--- config.mk ---
export PLATFORM = sky130hd
export DESIGN_NAME = i2s_clkcfg_seq
export DESIGN_NICKNAME = d
export VERILOG_FILES = /design/src/rtl/i2s_pkg.sv /design/src/rtl/i2s_seq_cnt.sv /design/src/rtl/i2s_clkcfg_seq.sv
export SDC_FILE = /design/constraint.sdc
export NUM_CORES = 1
export LEC_CHECK = 0
export BUFFER_PORTS_ARGS = -buffer_cell sky130_fd_sc_hd__buf_2
export CAP_MARGIN = 20
export CORE_MARGIN = 2
export CORE_UTILIZATION = 54
export DETAILED_ROUTE_END_ITERATION = 10
export PLACE_DENSITY = 0.8
export SLEW_MARGIN = 40
export SYNTH_ARGS = -nofsm -noshare
export SYNTH_HDL_FRONTEND = slang
export SYNTH_HIERARCHICAL = 1
export SYNTH_SLANG_ARGS = --single-unit
--- constraint.sdc ---
create_clock -name clk_i -period 2.8 [get_ports clk_i]
set_input_delay 0 -clock clk_i [delete_from_list [all_inputs] [get_ports clk_i]]
set_output_delay 0 -clock clk_i [all_outputs]
set_load 0.02 [all_outputs]
--- src/rtl/i2s_pkg.sv ---
// Shared types and widths for the I2S clock-configuration sequencer.
// The optional fast path is controlled by the I2S_CLKSEQ_FASTPATH_EN macro (see i2s_clkcfg_seq.sv).
package i2s_pkg;

    localparam int DIV_W = 16;
    localparam int CNT_W = 8;

    typedef enum logic [2:0] {
        ST_IDLE    = 3'd0,
        ST_DISABLE = 3'd1,
        ST_DRAIN   = 3'd2,
        ST_APPLY   = 3'd3,
        ST_SETTLE  = 3'd4,
        ST_ENABLE  = 3'd5
    } seq_state_t;

    // Bit order matches req_sel_i: [3]=master_num ... [0]=slave_ext.
    typedef struct packed {
        logic master_num;
        logic master_ext;
        logic slave_num;
        logic slave_ext;
    } sel_t;

endpackage

--- src/rtl/i2s_seq_cnt.sv ---
// Loadable down-counter with zero flag; holds at zero instead of wrapping.
module i2s_seq_cnt
    import i2s_pkg::*;
(
    input  logic             i_clk,
    input  logic             i_rst,
    input  logic             i_load,
    input  logic [CNT_W-1:0] i_load_val,
    input  logic             i_dec,
    output logic             o_zero
);

    logic [CNT_W-1:0] r_count;

    // NOTE: sequential state uses non-blocking assignments so every register samples pre-edge values.
    always_ff @(posedge i_clk) begin
        if (i_rst) begin
            r_count <= '0;
        end else if (i_load) begin
            r_count <= i_load_val;
        end else if (i_dec && (r_count != '0)) begin
            r_count <= r_count - 1'b1;
        end
    end

    assign o_zero = (r_count == '0);

endmodule

--- src/rtl/i2s_clkcfg_seq.sv ---
// Glitch-safe reconfiguration of the I2S clock/WS generator: disable, drain, apply, settle, enable.
// Define I2S_CLKSEQ_FASTPATH_EN to let requests that keep divs/sels unchanged skip straight to ENABLE.
module i2s_clkcfg_seq
    import i2s_pkg::*;
#(
    parameter int DRAIN_CYC  = 64,
    parameter int SETTLE_CYC = 16
) (
    input  logic             clk_i,
    input  logic             rst_i,
    input  logic             req_valid_i,
    output logic             req_ready_o,
    input  logic [DIV_W-1:0] req_div_0_i,
    input  logic [DIV_W-1:0] req_div_1_i,
    input  logic [3:0]       req_sel_i,
    input  logic             req_master_en_i,
    input  logic             req_slave_en_i,
    output logic [DIV_W-1:0] cfg_div_0_o,
    output logic [DIV_W-1:0] cfg_div_1_o,
    output logic             sel_master_num_o,
    output logic             sel_master_ext_o,
    output logic             sel_slave_num_o,
    output logic             sel_slave_ext_o,
    output logic             master_en_o,
    output logic             slave_en_o,
    output logic             busy_o,
    output logic             done_o
);

    localparam logic [CNT_W-1:0] DRAIN_LOAD  = CNT_W'(DRAIN_CYC - 1);
    localparam logic [CNT_W-1:0] SETTLE_LOAD = CNT_W'(SETTLE_CYC - 1);

    seq_state_t       r_state;
    logic [DIV_W-1:0] r_div0_sh, r_div1_sh;
    sel_t             r_sel_sh;
    logic             r_men_sh, r_sen_sh;
    logic [DIV_W-1:0] r_div0, r_div1;
    sel_t             r_sel;
    logic             r_men, r_sen;
    logic             r_done;

    logic w_accept;
    logic w_fast;
    logic w_drain_zero;
    logic w_settle_zero;

    assign w_accept = req_valid_i && (r_state == ST_IDLE);

`ifdef I2S_CLKSEQ_FASTPATH_EN
    assign w_fast = (req_div_0_i == r_div0) && (req_div_1_i == r_div1) && (req_sel_i == r_sel);
`else
    assign w_fast = 1'b0;
`endif

    i2s_seq_cnt u_drain_cnt (
        .i_clk      (clk_i),
        .i_rst      (rst_i),
        .i_load     (r_state == ST_DISABLE),
        .i_load_val (DRAIN_LOAD),
        .i_dec      (r_state == ST_DRAIN),
        .o_zero     (w_drain_zero)
    );

    i2s_seq_cnt u_settle_cnt (
        .i_clk      (clk_i),
        .i_rst      (rst_i),
        .i_load     (r_state == ST_APPLY),
        .i_load_val (SETTLE_LOAD),
        .i_dec      (r_state == ST_SETTLE),
        .o_zero     (w_settle_zero)
    );

    always_ff @(posedge clk_i) begin
        if (rst_i) begin
            r_state   <= ST_IDLE;
            r_div0_sh <= '0;
            r_div1_sh <= '0;
            r_sel_sh  <= '0;
            r_men_sh  <= 1'b0;
            r_sen_sh  <= 1'b0;
            r_div0    <= '0;
            r_div1    <= '0;
            r_sel     <= '0;
            r_men     <= 1'b0;
            r_sen     <= 1'b0;
            r_done    <= 1'b0;
        end else begin
            r_done <= 1'b0;
            case (r_state)
                ST_IDLE: begin
                    if (w_accept) begin
                        r_div0_sh <= req_div_0_i;
                        r_div1_sh <= req_div_1_i;
                        r_sel_sh  <= sel_t'(req_sel_i);
                        r_men_sh  <= req_master_en_i;
                        r_sen_sh  <= req_slave_en_i;
                        r_state   <= w_fast ? ST_ENABLE : ST_DISABLE;
                    end
                end
                ST_DISABLE: begin
                    r_men   <= 1'b0;
                    r_sen   <= 1'b0;
                    r_state <= ST_DRAIN;
                end
                ST_DRAIN: begin
                    if (w_drain_zero) r_state <= ST_APPLY;
                end
                ST_APPLY: begin
                    r_div0  <= r_div0_sh;
                    r_div1  <= r_div1_sh;
                    r_sel   <= r_sel_sh;
                    r_state <= ST_SETTLE;
                end
                ST_SETTLE: begin
                    if (w_settle_zero) r_state <= ST_ENABLE;
                end
                ST_ENABLE: begin
                    r_men   <= r_men_sh;
                    r_sen   <= r_sen_sh;
                    r_done  <= 1'b1;
                    r_state <= ST_IDLE;
                end
                default: r_state <= ST_IDLE;
            endcase
        end
    end

    // Handshake flags are pure decodes of the state register, so no req_* input reaches an output.
    assign req_ready_o      = (r_state == ST_IDLE);
    assign busy_o           = (r_state != ST_IDLE);
    assign done_o           = r_done;
    assign cfg_div_0_o      = r_div0;
    assign cfg_div_1_o      = r_div1;
    assign sel_master_num_o = r_sel.master_num;
    assign sel_master_ext_o = r_sel.master_ext;
    assign sel_slave_num_o  = r_sel.slave_num;
    assign sel_slave_ext_o  = r_sel.slave_ext;
    assign master_en_o      = r_men;
    assign slave_en_o       = r_sen;

endmodule

Yosys cells after proc, flatten, opt, wreduce, memory -nomap -nowiden
Cells that the tools add are included.
{ "word_totals": {"regBits": 96, "latchBits": 0, "ram_bits": 0, "mem_bits_ro": 0, "input_bits": 41, "elab_cells": 59, "n_memories": 0} }
{ "op_classes": {"add_sub_neg": 2, "mul": 0, "div_mod_pow": 0, "order_cmp": 0, "eq_ne": 8, "n_shift": 0, "muxes": 11, "n_bitwise": 0, "reduce_logical": 16} }
{ "ops": {"columns": ["cell", "n"], "rows": [
  ["$logic_not 8->1", 2],
  ["$reduce_bool 8->1", 2],
  ["$sub 8x1->8 const B", 2],
  ["$pmux 3 s5", 1],
  ["$mux 6", 2],
  ["$mux 3", 3],
  ["$mux 4", 2],
  ["$eq 3x2->1 const B", 2],
  ["$eq 3x3->1 const B", 2],
  ["$reduce_bool 2->1", 3],
  ["$ne 2x2->1 const B", 2],
  ["$pmux 1 s2", 2],
  ["$reduce_or 2->1", 2],
  ["$eq 3x1->1 const B", 1],
  ["$logic_and 1x1->1", 3],
  ["$logic_not 3->1", 1],
  ["$reduce_and 3->1", 1],
  ["$reduce_bool 3->1", 1],
  ["$ne 2x1->1 const B", 1],
  ["$reduce_and 2->1", 1],
  ["$mux 1", 1]
]} }

Logic depth before layout (Yosys ltp)
{ "depth": {"ltp_word": 4, "mapped_depth": 7, "depth_no_buf": 6} }

Hierarchy
The synthesis kept the hierarchy.
{ "by_module_without_submodules": {"columns": ["module", "instances", "cells_each", "area_each_um2"], "rows": [
  ["i2s_clkcfg_seq", 1, 357, 2846.5],
  ["i2s_seq_cnt", 2, 59, 515.5]
]} }

Worst setup path after synthesis
No wires, ideal clock.
{ "synth_path": {"kind": "reg2reg", "startpoint": "register r_state[2]", "endpoint": "register u_settle_cnt.r_count[7]", "setup_time_ns": 0.134, "t_arrival_ns": 2.117, "required_time_ns": 2.666, "slack_ns": 0.549, "stages_incl_launch_ff": 7, "path_buffers": 1, "synth_period_minus_slack_ns": 2.251, "path_cell_list": "dfxtp_1 > clkbuf_1 > nor3b_1 > or3b_2 > nor3_1 > mux2i_1 > a211oi_1"} }
{ "synth_between": {"elab_chain_cells": 2, "elab_cells_between_ends": 4} }
{ "synth_lines": {"columns": ["item", "line_no", "text"], "rows": [
  ["start, declared", "i2s_clkcfg_seq.sv:33", "seq_state_t r_state;"],
  ["start signal, assigned", "i2s_clkcfg_seq.sv:97", "r_state <= w_fast ? ST_ENABLE : ST_DISABLE;"],
  ["$eq 3x2->1 or $eq 3x3->1 (tied branches)", "i2s_clkcfg_seq.sv:67, i2s_clkcfg_seq.sv:69", null],
  ["$reduce_or 2->1 (no line) or $logic_and 1x1->1 (tied branches)", null, null],
  ["end signal, assigned", "i2s_seq_cnt.sv:20", "r_count <= i_load_val;"],
  ["end signal, assigned", "i2s_seq_cnt.sv:22", "r_count <= r_count - 1'b1;"],
  ["end, declared", "i2s_seq_cnt.sv:13", "logic [CNT_W-1:0] r_count;"]
]} }
Several ways; a longest one is shown, not always the timed one.
A chain may end at the register's enable or synchronous reset.

Worst setup path after layout
{ "layout_path": {"startpoint": "register r_state[1]", "endpoint": "register u_settle_cnt.r_count[1]"} }
{ "layout_between": {"elab_chain_cells": 3, "elab_cells_between_ends": 5} }
{ "layout_lines": {"columns": ["item", "line_no", "text"], "rows": [
  ["$eq 3x3->1", "i2s_clkcfg_seq.sv:69", ".i_dec (r_state == ST_SETTLE),"],
  ["$logic_and 1x1->1", "i2s_seq_cnt.sv:21", "end else if (i_dec && (r_count != '0)) begin"],
  ["$reduce_bool 2->1 (no line)", null, null]
]} }
Several ways; a longest one is shown, not always the timed one.

==> metrics <==
core area 0.006869 sq mm; Chip Height around 89 um; Residual DRC 0; vias 3641; Final Cycle Share 0.7753; placed inst area roughly 0.0044 sq mm; Post-synth EDFFs 0; Synth warnings 6; post_cts resized 0; clk slew on worst S/H paths approximately 0.090 ns; design area between 0.004 and 0.005 sq mm; static leakage around 2.0 nW; Max Fanout on Critical Path 36; initial antenna violation count 0; highest clock rate 460.6 MHz; Syn Area/Cell about 8.2 sq um; pins over their slew limit 0; synthesized instance count 475; Inst Count DP ~640; HPWL after DPL between 5 and 6 mm; Vias/cell ~5.2; Worst EP arrival about 2.4 ns; CTS Sinks 96; total grt overflow 0; total CTS buffers 9; TNS Setup 0 ns; Seq pwr share 0.517; status completed; vias in the first global route 3389; Antenna Cells 0; Critical Path End Type flip-flop; DRT Wirelength 9.450 mm; I/O Buffers about 80; H-tree Lvls 3; non-filler instance count after layout 698; skew final around 0.010 ns; Internal Power 2.075 mW; nets@finish around 640; Reg2Reg Setup Slack approximately 0.63 ns; Post-synth top flop dfxtp_1; Yosys reg bits 96; Setup Buffers After CTS 0; WL per Instance around 14 um; I/O pins just over 80; total track usage 0.2458; DIE WIDTH 88.74 um; worst slew pin tran 0.5712 ns; Area Overhead vs Synth 27.33%; Seq/Total Area, Yosys 0.4956; PnR Total Power 3.019 mW; first-pass GRT wire length 15.07 mm; drt pass-1 iters 5; cts hold-fix bufs 38; worst-skew pair later-pin latency 0.36 ns; Post-Syn Area 0.003877 sq mm; library cells used by synthesis between 40 and 50; Peak supply drop 0.4146 mV; Initial Util 0.5645; part of the power in combinational logic 0.210; CTS root buf clkbuf_8; routability cong. about 0.88; Rows 30; switching part of the total 0.3125; DR iter-0 viols between 150 and 200; Hold WC Path Type input port to flip-flop; CP Class flip-flop to flip-flop; Critical Path RT 3.03 ns; Max transition margin 0.6192; maxcap violations 0; CTS tree done; Total Die Area just under 0.008 sq mm; pwr/cell area ~600 mW/mm^2; largest net degree at the start of global routing 57; final hold vios 0; Tmin final 2.171 ns; share of post-route cells with drive strength above 1 0.2060; clock group share of total power 0.274; Final setup violation count 0; CTS Buffer Depth 2; RSZ-0062 raised after global routing no; P_sw ~940 uW; Async S/R FF share, synth 0; Setup crit start kind flip-flop; Final ANT Viol Nets 0
-- cells in the mapped netlist (2+ instances only) --
cell type,count,area share
nand2_1,154,0.15
dfxtp_1,96,0.50
a21oi_1,86,0.11
clkbuf_1,16,0.015
nor2_1,14,0.014
inv_1,9,0.0087
nor3b_1,9,0.017
xnor2_1,7,0.016
buf_2,6,0.0077
o21ai_0,6,0.0077
buf_4,5,0.0097
a311oi_1,4,0.0090
ha_1,4,0.013
or3_2,4,0.0077
or4_1,4,0.0077
or4_2,4,0.0090
a211oi_1,3,0.0058
nor3_1,3,0.0039
a211oi_2,2,0.0065
buf_1,2,0.0019
buf_6,2,0.0058
clkinv_1,2,0.0019
conb_1,2,0.0019
mux2i_1,2,0.0052
nand2b_1,2,0.0032
nand3_1,2,0.0026
nand4b_1,2,0.0045
nor2b_1,2,0.0032
nor4_1,2,0.0032
o211ai_1,2,0.0039
o21a_1,2,0.0039
o31ai_1,2,0.0039
o41ai_4,2,0.014
or3b_2,2,0.0045
or4_4,2,0.0058
-- critical path: stages, from the launching register on --
cell,delay (ns)
dfxtp_1,0.60
nand3b_1,0.18
inv_2,0.20
buf_4,0.40
clkinv_1,0.36
nand4b_1,0.20
o211ai_1,0.09
-- metal layers --
layer,GRT usage,routed length (um)
met1,0.2913,4189
met2,0.4464,4807
met3,0.03731,369
met4,0.09091,84
met5,0,0
-- path summary, 6_finish.rpt --
| path | end | from | cells past startpoint |
|---|---|---|---|
| worst max-delay path | u_settle_cnt/r_count[1] | r_state[1] | 6 |
| worst min-delay path | u_drain_cnt/r_count[2] | rst_i | 2 |
| worst max register to register | u_settle_cnt/r_count[1] | r_state[1] | 6 |
| worst min register to register | cfg_div_0_o[0] | r_div0_sh[0] | 2 |
-- final cells by class --
| type | count | area [sq um] |
|---|---|---|
| Fill cell | 550 | 1932 |
| Timing Repair Buffer | 128 | 855.8 |
| Sequential cell | 96 | 1922 |
| Multi-Input combinational cell | 350 | 1814 |
| Tap cell | 96 | 120.1 |
| Clock inverter | 7 | 56.30 |
| Clock buffer | 9 | 123.9 |
| Inverter | 12 | 45.04 |
-- power groups by stage --
| stage | Sequential, mW | Combinational, mW | Clock [mW] |
|---|---|---|---|
| floorplan | 1.56 | 0.471 | 0 |
| global placement | 1.58 | 0.571 | 0 |
| detailed placement | 1.59 | 0.589 | 0 |
| CTS | 1.56 | 0.631 | 0.844 |
| global route | 1.57 | 0.707 | 0.900 |
| finish | 1.56 | 0.633 | 0.826 |
-- cells in the final DEF (no fill, tap or decap), types with 3 or more instances in the layout --
cell           count
ha_1               4
clkinvlp_4         3
or4_2              4
clkbuf_8           9
a311oi_1           4
inv_1              9
or3_2              4
dlygate4sd3_1     38
buf_2             80
nor2_1            14
xnor2_1            7
nor3_1             3
o21ai_0            6
buf_4             10
nor3b_1            9
dfxtp_1           96
conb_1            16
nand2_1          154
a211oi_1           3
or4_1              4
a21oi_1           86
-- state kept, by name, summed over array words and instances, names as in the netlist, 3 cells and up --
name and cells:
u_settle_cnt/r_count 8, r_state 3, r_div0_sh 16, cfg_div_0_o 16, r_sel_sh 4, cfg_div_1_o 16, u_drain_cnt/r_count 8, r_div1_sh 16
-- through the flow --
stage / worst slack [ns] / hold WS (ns) / util
3_5_place_dp: 0.6588 / 0.2476 / 0.6372
5_1_grt: 0.3941 / 0.1592 / 0.7188
4_1_cts: 0.6511 / 0.1271 / 0.7188
6_report: 0.6291 / 0.1313 / 0.7188
2_1_floorplan: 0.5493 / 0.1360 / -
3_3_place_gp: 0.7028 / 0.2454 / 0.6368
-- cell families (layout without fill, tap and decap cells) --
logic type | Yosys count | count (layout) | synth area share
xor gates and xnor gates | 7 | 7 | 0.01581
other | 2 | 16 | 0.001937
DFF | 96 | 96 | 0.4956
muxes | 2 | 2 | 0.005163
and+or+nand+nor | 211 | 211 | 0.2481
buffers and inverters | 43 | 156 | 0.05228
adders and majority gates | 4 | 4 | 0.01291
AOI/OAI and AO/OA | 110 | 110 | 0.1681
(Power assumes the default switching activity.)
